[src/rtl/adder_arb_pkg.sv]
// Shared types and constants for the arbitrated adder.
package adder_arb_pkg;
  localparam int DEF_DATA_WIDTH = 16;
  localparam int DEF_NUM_REQ    = 4;

  typedef enum logic {EMPTY, FULL} buf_state_t;

  // Round-robin successor of grant g among n requesters.
  function automatic int unsigned next_ptr(input int unsigned g, input int unsigned n);
    return (g + 1 >= n) ? 0 : g + 1;
  endfunction
endpackage

[src/rtl/adder.sv]
// Parameterized ripple adder: {c_out, sum} = a + b + c_in.
module adder #(
  parameter int DATA_WIDTH = 16
) (
  input  logic [DATA_WIDTH-1:0] a,
  input  logic [DATA_WIDTH-1:0] b,
  input  logic                  c_in,
  output logic [DATA_WIDTH-1:0] sum,
  output logic                  c_out
);
  assign {c_out, sum} = {1'b0, a} + {1'b0, b} + {{DATA_WIDTH{1'b0}}, c_in};
endmodule

[src/rtl/rr_arbiter.sv]
// Round-robin arbiter: search starts at ptr and wraps; ptr moves past the winner on advance.
module rr_arbiter
  import adder_arb_pkg::*;
#(
  parameter int NUM_REQ = DEF_NUM_REQ,
  localparam int ID_W   = $clog2(NUM_REQ)
) (
  input  logic               clk,
  input  logic               rst_n,
  input  logic [NUM_REQ-1:0] req,
  input  logic               enable,
  input  logic               advance,
  output logic [NUM_REQ-1:0] grant,
  output logic [ID_W-1:0]    grant_idx
);
  logic [ID_W-1:0] ptr;
  logic            found;

  // Two passes: indices at/after ptr first, then the wrapped-around ones.
  always_comb begin
    grant     = '0;
    grant_idx = '0;
    found     = 1'b0;
    if (enable) begin
      for (int i = 0; i < NUM_REQ; i++) begin
        if (!found && req[i] && (ID_W'(i) >= ptr)) begin
          found     = 1'b1;
          grant[i]  = 1'b1;
          grant_idx = ID_W'(i);
        end
      end
      for (int i = 0; i < NUM_REQ; i++) begin
        if (!found && req[i] && (ID_W'(i) < ptr)) begin
          found     = 1'b1;
          grant[i]  = 1'b1;
          grant_idx = ID_W'(i);
        end
      end
    end
  end

  always_ff @(posedge clk or negedge rst_n) begin
    if (!rst_n)       ptr <= '0;
    else if (advance) ptr <= ID_W'(next_ptr(32'(grant_idx), NUM_REQ));
  end
endmodule

[src/rtl/adder_arbiter.sv]
// Shares one adder among NUM_REQ valid/ready requesters; single-entry registered result buffer.
module adder_arbiter
  import adder_arb_pkg::*;
#(
  parameter int DATA_WIDTH = DEF_DATA_WIDTH,
  parameter int NUM_REQ    = DEF_NUM_REQ,
  localparam int ID_W      = $clog2(NUM_REQ)
) (
  input  logic                          clk,
  input  logic                          rst_n,
  input  logic [NUM_REQ-1:0]            req_valid,
  output logic [NUM_REQ-1:0]            req_ready,
  input  logic [NUM_REQ*DATA_WIDTH-1:0] req_a,
  input  logic [NUM_REQ*DATA_WIDTH-1:0] req_b,
  input  logic [NUM_REQ-1:0]            req_c_in,
  output logic                          rsp_valid,
  input  logic                          rsp_ready,
  output logic [ID_W-1:0]               rsp_id,
  output logic [DATA_WIDTH-1:0]         rsp_sum,
  output logic                          rsp_c_out
);
  buf_state_t state, state_nxt;
  logic                                 can_accept, accept;
  logic [NUM_REQ-1:0]                   grant;
  logic [ID_W-1:0]                      grant_idx;
  logic [NUM_REQ-1:0][DATA_WIDTH-1:0]   a_arr, b_arr;
  logic [DATA_WIDTH-1:0]                sum;
  logic                                 c_out;

  assign a_arr = req_a;
  assign b_arr = req_b;

  // A full buffer can still take a new result when it is drained this same cycle.
  assign can_accept = (state == EMPTY) | rsp_ready;
  assign req_ready  = grant;
  assign accept     = |(req_valid & grant);

  rr_arbiter #(.NUM_REQ(NUM_REQ)) u_arb (
    .clk       (clk),
    .rst_n     (rst_n),
    .req       (req_valid),
    .enable    (can_accept & rst_n),
    .advance   (accept),
    .grant     (grant),
    .grant_idx (grant_idx)
  );

  adder #(.DATA_WIDTH(DATA_WIDTH)) u_adder (
    .a     (a_arr[grant_idx]),
    .b     (b_arr[grant_idx]),
    .c_in  (req_c_in[grant_idx]),
    .sum   (sum),
    .c_out (c_out)
  );

  always_comb begin
    state_nxt = state;
    case (state)
      EMPTY:   if (accept) state_nxt = FULL;
      FULL:    if (rsp_ready && !accept) state_nxt = EMPTY;
      default: state_nxt = EMPTY;
    endcase
  end

  always_ff @(posedge clk or negedge rst_n) begin
    if (!rst_n) begin
      state     <= EMPTY;
      rsp_id    <= '0;
      rsp_sum   <= '0;
      rsp_c_out <= 1'b0;
    end else begin
      state <= state_nxt;
      if (accept) begin
        rsp_id    <= grant_idx;
        rsp_sum   <= sum;
        rsp_c_out <= c_out;
      end
    end
  end

  assign rsp_valid = (state == FULL);
endmodule

[config.mk]
export PLATFORM = sky130hd
export DESIGN_NAME = adder_arbiter
export DESIGN_NICKNAME = d
export VERILOG_FILES = /design/src/rtl/adder_arb_pkg.sv /design/src/rtl/adder.sv /design/src/rtl/rr_arbiter.sv /design/src/rtl/adder_arbiter.sv
export SDC_FILE = /design/constraint.sdc
export NUM_CORES = 1
export LEC_CHECK = 0
export CORE_MARGIN = 2
export CORE_UTILIZATION = 55
export DETAILED_ROUTE_END_ITERATION = 12
export DONT_BUFFER_PORTS = 1
export PLACE_DENSITY = 0.7
export SLEW_MARGIN = 25
export SYNTH_ARGS = -nofsm -noshare
export SYNTH_HDL_FRONTEND = slang
export SYNTH_HIERARCHICAL = 1
export SYNTH_SLANG_ARGS = --single-unit
[constraint.sdc]
create_clock -name clk -period 8.6 [get_ports clk]
set_input_delay 1.72 -clock clk [delete_from_list [all_inputs] [get_ports clk]]
set_output_delay 1.72 -clock clk [all_outputs]
set_load 0.005 [all_outputs]
# Yosys cells after proc, flatten, opt, wreduce, memory -nomap -nowiden
# Index checks and enable logic that the tools add are counted.
# word_totals
register_bits,22
in_bits,139
output_inout_bits,24
elab_cells,87
# op_classes
add_sub_neg,3
order_cmp,10
muxes,40
bitwise_logic,4
reduce_logical,25
# ops
operator,count
binary-select mux 16 bit (select 2 bit),2
2-to-1 mux 16 bit,2
2-to-1 mux 1 bit,25
adder 16 x 16 -> 17 bit,1
adder 17 x 1 -> 17 bit,1
logical AND 1 bit,16
2-to-1 mux 2 bit,8
logical NOT 1 bit,8
bitwise AND 4 bit,1
">= comparator 1 x 2 -> 1 bit, first input constant",2
">= comparator 2 bit, first input constant",2
"< comparator 1 x 2 -> 1 bit, first input constant",2
"< comparator 2 bit, first input constant",2
2-to-1 mux 4 bit,1
OR reduction 4 bit,1
"adder 2 x 1 -> 3 bit, second input constant",1
">= comparator 3 bit, second input constant",1
"< comparator 2 x 3 -> 1 bit, second input constant",1
binary-select mux 1 bit (select 2 bit),1
one-hot mux 1 bit (2 select lines),1
bitwise AND 1 bit,1
inverter 1 bit,1
OR 1 bit,1

# Depth between registers and ports, before layout
# Gate-level depths: netlist (run 1).
# logic_depth
depth_word,45
mapped_depth,17
mapped_depth_nobuf,14

# By module
# The synthesis (run 1) kept the hierarchy.
# by_module_without_submodules
mod,instances,cells_per_inst,area_each_um2,seq_area_each_um2
adder_arbiter,1,88,1702.9,500.5
adder,1,89,733.2,0.0
rr_arbiter,1,43,311.5,50.0

# Worst setup path after synthesis (run 1)
# No wires, ideal clock.
# synth_path
path_kind,input to register
start,in rsp_ready
end,reg rsp_c_out
setup_ps,125
t_arrival_ps,5323
required_ps,8475
path_slack_ps,3152
cell_stages,16
path_buffers,2
path_cell_list,nand2b_1 and2_1 o21ai_0 a221oi_2 buf_6 buf_12 mux4_2 fa_1 fa_1 a21oi_2 o21ai_2 a21oi_2 o221ai_2 a221o_1 a21o_1 mux2_4
# synth_between
elab_chain_len,7
elab_cells_between_ends,14
cone_classes,2 x add/sub; 8 x mux; 3 x bitwise; 1 x reduce/logical
# synth_lines
item,line,rtl
start: declaration,adder_arbiter.sv:17,"input logic rsp_ready,"
OR 1 bit (*),adder_arbiter.sv:34,assign can_accept = (state == EMPTY) | rsp_ready;
bitwise AND 1 bit (*),adder_arbiter.sv:42,".enable (can_accept & rst_n),"
2-to-1 mux 2 bit (*),rr_arbiter.sv:24,if (enable) begin
net grant_idx[0],adder_arbiter.sv:25,logic [ID_W-1:0] grant_idx;
"binary-select mux 16 bit (select 2 bit), on equally long branches","adder_arbiter.sv:49, adder_arbiter.sv:50",
"2-to-1 mux 16 bit, on equally long branches","adder_arbiter.sv:49, adder_arbiter.sv:50",
adder 16 x 16 -> 17 bit,adder.sv:11,"assign {c_out, sum} = {1'b0, a} + {1'b0, b} + {{DATA_WIDTH{1'b0}}, c_in};"
adder 17 x 1 -> 17 bit (*),adder.sv:11,
net c_out,adder_arbiter.sv:28,logic c_out;
end signal: assignment,adder_arbiter.sv:76,rsp_c_out <= c_out;
end: declaration,adder_arbiter.sv:20,output logic rsp_c_out
# Mark *: on every way through the listed nets, which the timed path passes. The rest lies on a longest branch. The select of a mux whose other input is x is not followed.
# A chain may end at the register's enable or synchronous reset.

# Final worst setup path (run 1)
# Same ends and word-level chain as after synthesis.

==> metrics.md, run 1 <==
| Metric | Value |
|---|---|
| Die width | `74.7 um` |
| Most frequently used flop master after synthesis | `dfrtp_1` |
| VDD IR max | `0.114 mV` |
| Final wirelength | `6370 um` |
| Initial DRC Count | `96` |
| Crit end category | `flip-flop` |
| Post-CTS sizing | `0` |
| Count of flip-flops with a built-in enable after synthesis | `0` |
| Storage cell area | `551 um2` |
| CTS buffer count | `3` |
| Post-synth ARST share | `100%` |
| Final net count | `372` |
| GPL Wtd Cong | `0.893` |
| Cells after Synth | `220` |
| YS warnings | `6` |
| Worst Path Max Fanout | `35` |
| Via count | `1881` |
| Hold Vio Cnt, Final | `0` |
| Via density | `6.67` |
| Kind of critical path | `in -> reg` |
| Worst-Margin Slew | `586 ps` |
| Status | `finished, final reports clean` |
| H-tree Lvls | `1` |
| P&R area growth vs syn | `1.82%` |
| TritonCTS Sinks | `22` |
| Post-synthesis sequential area ratio | `20.0%` |
| Final Total Pwr | `0.867 mW` |
| Post-layout instance area | `2800 um2` |
| PortBufs | `0` |
| Clock Skew | `6.24 ps` |
| Inserted Diodes | `0` |
| Setup Buffers After CTS | `0` |
| Arrival time at the worst endpoint | `6030 ps` |
| DR DRC count | `0` |
| Initial DRT Pass Iterations | `4` |
| Post-Syn Nets | `376` |
| WP data required | `8750 ps` |
| First-pass GRT wire length | `9850 um` |
| Crit Reg-Reg Endpoint | `rsp_c_out` |
| Lkg Pwr | `1.08 nW` |
| Final setup viols | `0` |
| Top cells by area, synth | `mux4_2 24%, dfrtp_1 20%, mux2_4 10%` |
| Worst-Skew Late Latency | `260 ps` |
| Worst Hold Slack | `552 ps` |
| Tightest Hold Check Type | `reg -> reg` |
| Initial core utilization | `57.4%` |
| Worst Min Path Start | `rsp_sum[13]` |
| Fin. max-slew vios | `0` |
| Share of cells above drive strength 1 | `34.4%` |
| Period utilization | `68.4%` |
| I/O Pins | `163` |
| Final TNS setup | `0 ps` |
| Library cells used by synthesis | `51` |
| CTS Buffer Depth | `2` |
| Initial antenna violation count | `0` |
| Power Dens Cells | `310 nW/um2` |
| R2R Path Start | `u_arb/ptr[1]` |
| Yosys top cell area share | `23.8%` |
| Total of max-cap violations | `0` |
| CTS tree | `done` |
| Worst setup path startpoint | `rsp_ready` |
| Synth Register Bits | `22` |
| Leading area contributor after synthesis | `mux4_2` |
| Root Buffer | `clkbuf_8` |
| Avg Inst Size Synth | `12.5 um2` |
| Hold endpoint | `rsp_sum[13]` |
| Mapped Area | `2750 um2` |
| Hold-fix buffers, CTS | `0` |
| Minimum clock period | `5880 ps` |
| Worst-path clk slew | `80 ps` |
| Critical Path Start Type | `input pin` |
| Fillcell total | `385` |
| Largest net degree at the start of global routing | `36` |
| DP Wirelength | `5350 um` |
| Vias in the first global route | `1970` |
| Hold Path Stages | `1` |
| R2r setup slk | `3760 ps` |
| Slew headroom | `60.9%` |
| Row cnt | `25` |
| Core Area | `4790 um2` |
| Global-route total usage across every layer | `23.5%` |
| DRT antenna net count | `0` |
| Area of the multi-input gates | `2050 um2` |
| Die span in y | `74.7 um` |
| Drt wl/cell | `22.6 um` |
| Placed cell areas | `2730 um2` |
| Worst reg2reg path depth | `14` |
| Gr ovfl total | `0` |
| RSZ-0062 raised after global routing | `no` |
| Die area | `5580 um2` |
| Max frequency | `170 MHz` |
-- power by group --
group	switching [mW]	leakage (nW)	internal, mW
clock	0.0331	0.0288	0.0408
sequential	0.0575	0.262	0.156
combinational	0.263	0.789	0.316
-- per-layer routing --
metal | wire (um) | track usage (%) | share of wire, %
met2 | 3450 | 41.7 | 54
met3 | 482 | 4.15 | 7.6
met1 | 2360 | 29.4 | 37
met4 | 72 | 6.94 | 1.1
met5 | 0 | 0 | 0
-- worst max-delay path, stage by stage --
cell	delay, ps
nand2b_1	90
and2_1	240
o21ai_0	190
a221oi_4	210
buf_4	520
mux4_1	680
fa_1	480
fa_1	440
a21oi_2	240
o21ai_2	110
a21oi_2	210
o221ai_2	150
a221o_1	320
a21o_1	180
mux2_4	250
-- how the worst max path moves through the flow --
stage / to / slack [ps]
3_3_place_gp: rsp_c_out / 2570
4_1_cts: rsp_c_out / 2710
3_5_place_dp: rsp_c_out / 2440
5_1_grt: rsp_c_out / 2480
6_report: rsp_c_out / 2720
2_1_floorplan: rsp_c_out / 3150
-- cell usage after synthesis (3+ instances only) --
library cell	n
ha_1	15
nor2_1	7
buf_6	6
o21ai_0	10
buf_12	3
buf_2	3
mux4_2	29
dfrtp_1	22
o21ai_2	3
nand2b_1	3
mux2_4	19
inv_1	6
xor2_1	5
xnor2_1	9
a21oi_2	3
a21o_1	5
a21oi_1	13
mux4_1	4
o21bai_1	3
nand2_1	8
nand3_1	4
-- kinds of logic after synthesis --
family | share of synthesized area, %
adder cells (fa/ha/maj) | 8.29
multiplexers | 38.3
buffers and inverters | 6.28
AO/OA/AOI/OAI | 16.1
AND/OR/NAND/NOR | 6.51
flip-flops | 20.0
XOR/XNOR | 4.46
-- registers in the layout, summed over array words and instances, names as in the netlist --
register and flops:
rsp_id 2, rsp_c_out 1, u_arb/ptr 2, rsp_valid 1, rsp_sum 16
-- stage by stage --
| stage | setup WS, ps | std cells | util, % |
|---|---|---|---|
| 3_5_place_dp | 2440 | 277 | 57.1 |
| 2_1_floorplan | 3150 | 220 | - |
| 3_3_place_gp | 2570 | 277 | 57.1 |
| 5_1_grt | 2480 | 282 | 58.5 |
| 4_1_cts | 2710 | 281 | 58.2 |
| 6_report | 2720 | 282 | 58.5 |
-- cell usage in the layout, fill, tap and decap left out, types with 5 or more instances in the layout --
| cell | Yosys | layout |
|---|---|---|
| mux4_2 | 29 | 29 |
| dfrtp_1 | 22 | 22 |
| mux2_4 | 19 | 19 |
| ha_1 | 15 | 15 |
| a21oi_1 | 13 | 13 |
| o21ai_0 | 10 | 10 |
| xnor2_1 | 9 | 9 |
| nand2_1 | 8 | 8 |
| nor2_1 | 7 | 7 |
| inv_1 | 6 | 6 |
| a21o_1 | 5 | 5 |
| xor2_1 | 5 | 5 |
-- area by class of cell --
type | instances | share of cell area (%)
multi-input cells | 178 | 73.2
flip-flops and latches | 22 | 19.7
well taps | 67 | 3.00
clock buffers | 4 | 1.97
repair buffers | 4 | 1.21
inverters | 7 | 0.939
Power figures use the tool's default switching activity.
==> run 2: changes to the inputs <==
- ABC_AREA: not set -> 1
- clock period: 8.6 -> 6.1 ns (I/O delays scaled with it)
==> run 2 against run 1 <==
  * Clock skew down 4.8 ps
  * Worst hold slack worse by 45 ps
  * Largest cell class unchanged
  * Register-to-register slack lost 1600 ps
  * Clock-buffer cell count stayed put
  * Area after synthesis grew 28%
  * Design area increased by 24%
  * Largest power group unchanged
==> metrics.md, run 2 <==
| Metric | Value |
|---|---|
| Status | `finished, final reports clean` |
| WP data required | `6240 ps` |
| Post-CTS sizing | `0` |
| Worst Path Max Fanout | `83` |
| Period utilization | `72.7%` |
| Global-route total usage across every layer | `23.5%` |
| DP Wirelength | `7110 um` |
| Most numerous cell in the Yosys netlist | `nand2_1` |
| Switching power | `0.816 mW` |
| GPL Wtd Cong | `0.903` |
| Worst-Skew Late Latency | `250 ps` |
| Die width | `83.8 um` |
| Synth top cells by count | `190 x nand2_1, 110 x inv_1, 42 x a21oi_1` |
| Drt wl/cell | `13.4 um` |
| Power Dens Cells | `433 nW/um2` |
| Count of flip-flops with a built-in enable after synthesis | `0` |
| Share of cells above drive strength 1 | `13.8%` |
| TritonCTS Sinks | `22` |
| CTS tree | `done` |
| R2r setup slk | `2190 ps` |
| Max frequency | `225 MHz` |
| Hold endpoint | `rsp_sum[0]` |
| Inserted Diodes | `0` |
| Worst Hold Slack | `507 ps` |
| Placed cell areas | `3400 um2` |
| Row cnt | `29` |
| Crit Reg-Reg Endpoint | `rsp_sum[14]` |
| DR DRC count | `0` |
| I/O Pins | `163` |
| First-pass GRT wire length | `13700 um` |
| Largest reg by FF count | `rsp_sum` |
| Final net count | `707` |
| Hold Vio Cnt, Final | `0` |
| Gr ovfl total | `0` |
| Initial DRT Pass Iterations | `5` |
| Hold-fix buffers, CTS | `0` |
| Setup Buffers After CTS | `0` |
| Clock Skew | `1.48 ps` |
| Synth Register Bits | `22` |
| Final TNS setup | `0 ps` |
| Post-synth ARST share | `100%` |
| Initial antenna violation count | `0` |
| Highest-count cells in the layout ignoring fill and taps | `190 x nand2_1, 110 x inv_1, 42 x a21oi_1` |
| DRT antenna net count | `0` |
| Slew headroom | `48.7%` |
| Arrival time at the worst endpoint | `4580 ps` |
| Post-synthesis sequential area ratio | `15.7%` |
| Post-layout instance area | `3460 um2` |
| Worst-path clk slew | `70 ps` |
| Die area | `7030 um2` |
| Fin. max-slew vios | `0` |
| Root Buffer | `clkbuf_8` |
| Hold Path Stages | `2` |
| PortBufs | `0` |
| Power share of the clock group | `6.6%` |
| R2R Path Start | `u_arb/ptr[1]` |
| Most common cell after layout, fill and taps aside | `nand2_1` |
| P&R area growth vs syn | `-1.36%` |
| Net Sw Frac | `54.5%` |
| Final setup viols | `0` |
| Initial DRC Count | `141` |
| CTS buffer count | `3` |
| P_int | `0.681 mW` |
| Kind of critical path | `in -> reg` |
| Library cells used by synthesis | `34` |
| Tightest Hold Check Type | `reg -> reg` |
| Top cells by area, synth | `nand2_1 20%, dfrtp_1 16%, inv_1 12%` |
| Minimum clock period | `4440 ps` |
| CTS Buffer Depth | `2` |
| Critical Path Start Type | `input pin` |
| Largest net degree at the start of global routing | `84` |
| Initial core utilization | `56.2%` |
| Worst Min Path Start | `rsp_sum[0]` |
| RSZ-0062 raised after global routing | `no` |
| Crit end category | `flip-flop` |
| Yosys top cell area share | `20.3%` |
| H-tree Lvls | `1` |
| Max FFs per register | `16` |
| Final wirelength | `8420 um` |
| Leading area contributor after synthesis | `nand2_1` |
| Biggest regs | `rsp_sum: 16 flops, rsp_id: 2 flops, u_arb/ptr: 2 flops` |
| VDD IR max | `0.266 mV` |
| Cells after Synth | `571` |
| Post-Syn Nets | `727` |
| Sequential share of power | `17.9%` |
| Vias in the first global route | `2962` |
| Via count | `3285` |
| Mapped Area | `3510 um2` |
| Comb pwr share | `75.5%` |
| Worst-Margin Slew | `770 ps` |
| Most frequently used flop master after synthesis | `dfrtp_1` |
| YS warnings | `6` |
| Die span in y | `83.8 um` |
| Avg Inst Size Synth | `6.14 um2` |
| Via density | `5.24` |
| Worst reg2reg path depth | `23` |
| Lkg Pwr | `1.94 nW` |
| Core Area | `6240 um2` |
| Total of max-cap violations | `0` |
-- run 2: cell types whose count changed after synthesis, moves of 12 or more --
| cell | previous run | this run |
|---|---|---|
| nand2_1 | 8 | 190 |
| mux2_4 | 19 | 0 |
| o21ai_0 | 10 | 39 |
| mux4_2 | 29 | 0 |
| nand2_2 | 0 | 20 |
| o211ai_2 | 0 | 33 |
| o21ai_1 | 2 | 14 |
| a21oi_1 | 13 | 42 |
| inv_1 | 6 | 110 |
-- run 2: cell families (layout without fill, tap and decap cells) --
kind of cell    Yosys count  after routing  share of synthesized area [%]
simple gates            251            251                           31.0
buf+inv                 143            122                           19.1
xor+xnor                  7              7                           1.75
fa+ha+maj                17             17                           6.50
compound gates          131            131                           25.9
flops                    22             22                           15.7
-- run 2: power groups by stage --
| stage | clock [mW] | combinational, mW | sequential, mW |
|---|---|---|---|
| 3_5_place_dp | 0 | 1.13 | 0.273 |
| 3_3_place_gp | 0 | 1.11 | 0.272 |
| 2_1_floorplan | 0 | 0.966 | 0.261 |
| 4_1_cts | 0.102 | 1.13 | 0.271 |
| 6_report | 0.0987 | 1.13 | 0.268 |
| 5_1_grt | 0.107 | 1.31 | 0.279 |
-- run 2: critical path: stages --
cell,delay [ps]
nand2_1,90
nand2_2,70
inv_1,80
nand3_1,160
nand3_1,130
nand2_1,90
inv_4,570
buf_4,560
a21oi_1,120
o21ai_0,100
nand2_1,90
ha_1,390
nand2_1,200
inv_1,60
nand2_1,60
nand2_1,40
a21oi_1,190
nand2_1,70
nand2_1,60
nand2_1,60
o21ai_1,70
nand2_1,70
-- run 2: final cells by class --
| class | count | area, um2 |
|---|---|---|
| clock buffers | 4 | 55.1 |
| multi-input cells | 406 | 2300 |
| fillers | 642 | 2780 |
| well taps | 77 | 96.3 |
| repair buffers | 3 | 22.5 |
| flip-flops and latches | 22 | 551 |
| inverters | 115 | 434 |
-- run 2: stage by stage --
step,util (%),cells,setup slack [ps],total power [mW]
floorplan,-,571,2210,1.23
global placement,54.5,623,1540,1.38
detailed placement,54.5,623,1450,1.40
CTS,55.4,627,1700,1.51
global route,55.4,627,1210,1.69
finish,55.4,627,1660,1.50
-- run 2: layer usage --
metal | GRT usage, % | up-vias | share of wire, %
li1 | - | 1743 | -
met1 | 30.4 | 1425 | 44
met2 | 42.3 | 111 | 49
met3 | 3.17 | 6 | 5.7
met4 | 3.52 | 0 | 0.70
met5 | 0 | - | 0
-- run 2: how the worst max path moves through the flow --
stage	from	to	slack, ps	depth (start not counted)
after floorplan	req_valid[0]	rsp_sum[8]	2210	23
after global placement	req_valid[0]	rsp_sum[14]	1540	22
after detailed placement	req_valid[0]	rsp_sum[14]	1450	22
after CTS	req_valid[0]	rsp_sum[14]	1700	22
after global routing	req_valid[0]	rsp_sum[14]	1210	22
final	req_valid[0]	rsp_sum[14]	1660	22
==> run 3: changes to the inputs <==
- clock period: 6.1 -> 4.22 ns (I/O delays scaled with it)
==> run 3 against run 2 <==
  * Combinational power grew 46%
  * Non-clock buffer count is 2 higher
  * Largest power group unchanged
  * Largest cell class unchanged
  * Critical path depth unchanged
  * Die area unchanged
  * Sequential power is 46% higher
  * First-iteration DRC count shrank 37%
  * Worst hold slack got worse by 230 ps
  * Critical path type unchanged
  * Clock-buffer cell count is the same
  * Power rose by 46%
  * Clock power rose by 49%
  * Register-to-register slack got worse by 1500 ps
  * Flip-flop and latch count is the same
==> metrics.md, run 3 (synthesis results as in run 2) <==
| Metric | Value |
|---|---|
| I/O Pins | `163` |
| Post-CTS sizing | `0` |
| WP data required | `4370 ps` |
| Root Buffer | `clkbuf_8` |
| Die span in y | `83.8 um` |
| Global-route total usage across every layer | `24.7%` |
| Most common cell after layout, fill and taps aside | `nand2_1` |
| Total of max-cap violations | `0` |
| CTS Buffer Depth | `2` |
| Initial antenna violation count | `0` |
| Via density | `5.28` |
| Initial DRT Pass Iterations | `5` |
| Die area | `7030 um2` |
| DP Wirelength | `7410 um` |
| Hold-fix buffers, CTS | `0` |
| GPL Wtd Cong | `0.886` |
| Vias in the first global route | `3166` |
| Final cell count without fillers | `629` |
| Arrival time at the worst endpoint | `3820 ps` |
| Lkg Pwr | `1.96 nW` |
| Crit end category | `flip-flop` |
| Core Area | `6240 um2` |
| Final net count | `709` |
| Placed Cells | `625` |
| RSZ-0062 raised after global routing | `no` |
| H-tree Lvls | `1` |
| Worst Path Max Fanout | `55` |
| Via count | `3319` |
| Die width | `83.8 um` |
| DRT antenna net count | `0` |
| Share of cells above drive strength 1 | `14.1%` |
| Largest net degree at the start of global routing | `56` |
| Max frequency | `272 MHz` |
| Row cnt | `29` |
| Initial core utilization | `56.2%` |
| Status | `finished, final reports clean` |
| First-pass GRT wire length | `14300 um` |
| Inserted Diodes | `0` |
| Gr ovfl total | `0` |
| Setup Buffers After CTS | `0` |
| Worst-Margin Slew | `658 ps` |
| CTS tree | `done` |
| Critical Path Start Type | `input pin` |
| Worst-path clk slew | `80 ps` |
| Slew headroom | `56.0%` |
| Minimum clock period | `3670 ps` |
| PortBufs | `0` |
| Largest reg by FF count | `rsp_sum` |
| Kind of critical path | `in -> reg` |
| DR DRC count | `0` |
| Fin. max-slew vios | `0` |
| Hold Vio Cnt, Final | `0` |
| Max FFs per register | `16` |
| Biggest regs | `rsp_sum: 16 flops, rsp_id: 2 flops, u_arb/ptr: 2 flops` |
| Drt wl/cell | `13.9 um` |
| TritonCTS Sinks | `22` |
| Final wirelength | `8760 um` |
| Clock Skew | `6.23 ps` |
| Final TNS setup | `0 ps` |
| Tightest Hold Check Type | `in -> async` |
| Worst-Skew Late Latency | `260 ps` |
| VDD IR max | `0.403 mV` |
| Power Dens Cells | `630 nW/um2` |
| Period utilization | `87.0%` |
| Final setup viols | `0` |
| CTS buffer count | `3` |
| Highest-count cells in the layout ignoring fill and taps | `190 x nand2_1, 110 x inv_1, 42 x a21oi_1` |
| Initial DRC Count | `89` |
| P&R area growth vs syn | `-0.928%` |
run 3: power breakdown:
| part | total [mW] | internal [mW] | switching, mW |
|---|---|---|---|
| Clock | 0.147 | 0.0830 | 0.0636 |
| Combinational | 1.65 | 0.598 | 1.05 |
| Sequential | 0.392 | 0.310 | 0.0819 |
| Total | 2.19 | 0.991 | 1.20 |
run 3: path summary, 6_finish.rpt:
kind,from,to,slack [ps],cells after the start
worst max-delay path,req_valid[0],rsp_sum[14],550,22
worst min-delay path,rst_n,rsp_sum[3],270,0
worst max register to register,u_arb/ptr[0],rsp_sum[14],700,23
worst min register to register,rsp_sum[0],rsp_sum[0],510,2
max in group asynchronous,rst_n,rsp_sum[5],3870,0
min in group clk,rsp_sum[0],rsp_sum[0],510,2
run 3: area by class of cell:
cell class              instances  area (um2)
clock buffers                   4        55.1
fillers                       625        2770
inverters                     115         434
multi-input cells             406        2300
flip-flops and latches         22         551
well taps                      77        96.3
repair buffers                  5        37.5
run 3: critical path, cell delays in order:
cell     delay, ps
nand2_1        100
nand2_2         70
inv_1           70
nand3_1        160
nand3_1        130
nand2_1         90
inv_4          260
buf_4          510
a21oi_1        130
o21ai_0        120
nand2_1        110
ha_1           390
nand2_1        180
inv_1           50
nand2_1         60
nand2_1         50
a21oi_1        160
nand2_1         70
nand2_1         60
nand2_1         50
o21ai_1         70
nand2_1         60
run 3: per-stage QoR:
step / util (%) / hold slack (ps) / setup slack (ps) / total power [mW] / instance area (um2)
after global placement: 54.8 / 493 / 400 / 2.00 / 3420
after detailed placement: 54.8 / 494 / 295 / 2.03 / 3420
after global routing: 55.7 / 257 / 133 / 2.46 / 3470
final: 55.7 / 273 / 550 / 2.19 / 3470
after floorplan: - / 472 / 704 / 1.77 / 3510
after CTS: 55.7 / 266 / 564 / 2.19 / 3470
run 3: metal layers:
| layer | share of wire (%) | global-route usage, % | vias to the layer above |
|---|---|---|---|
| li1 | - | - | 1744 |
| met1 | 43 | 31.6 | 1450 |
| met2 | 49 | 43.6 | 113 |
| met3 | 5.9 | 3.36 | 12 |
| met4 | 2.0 | 6.45 | 0 |
| met5 | 0 | 0 | - |
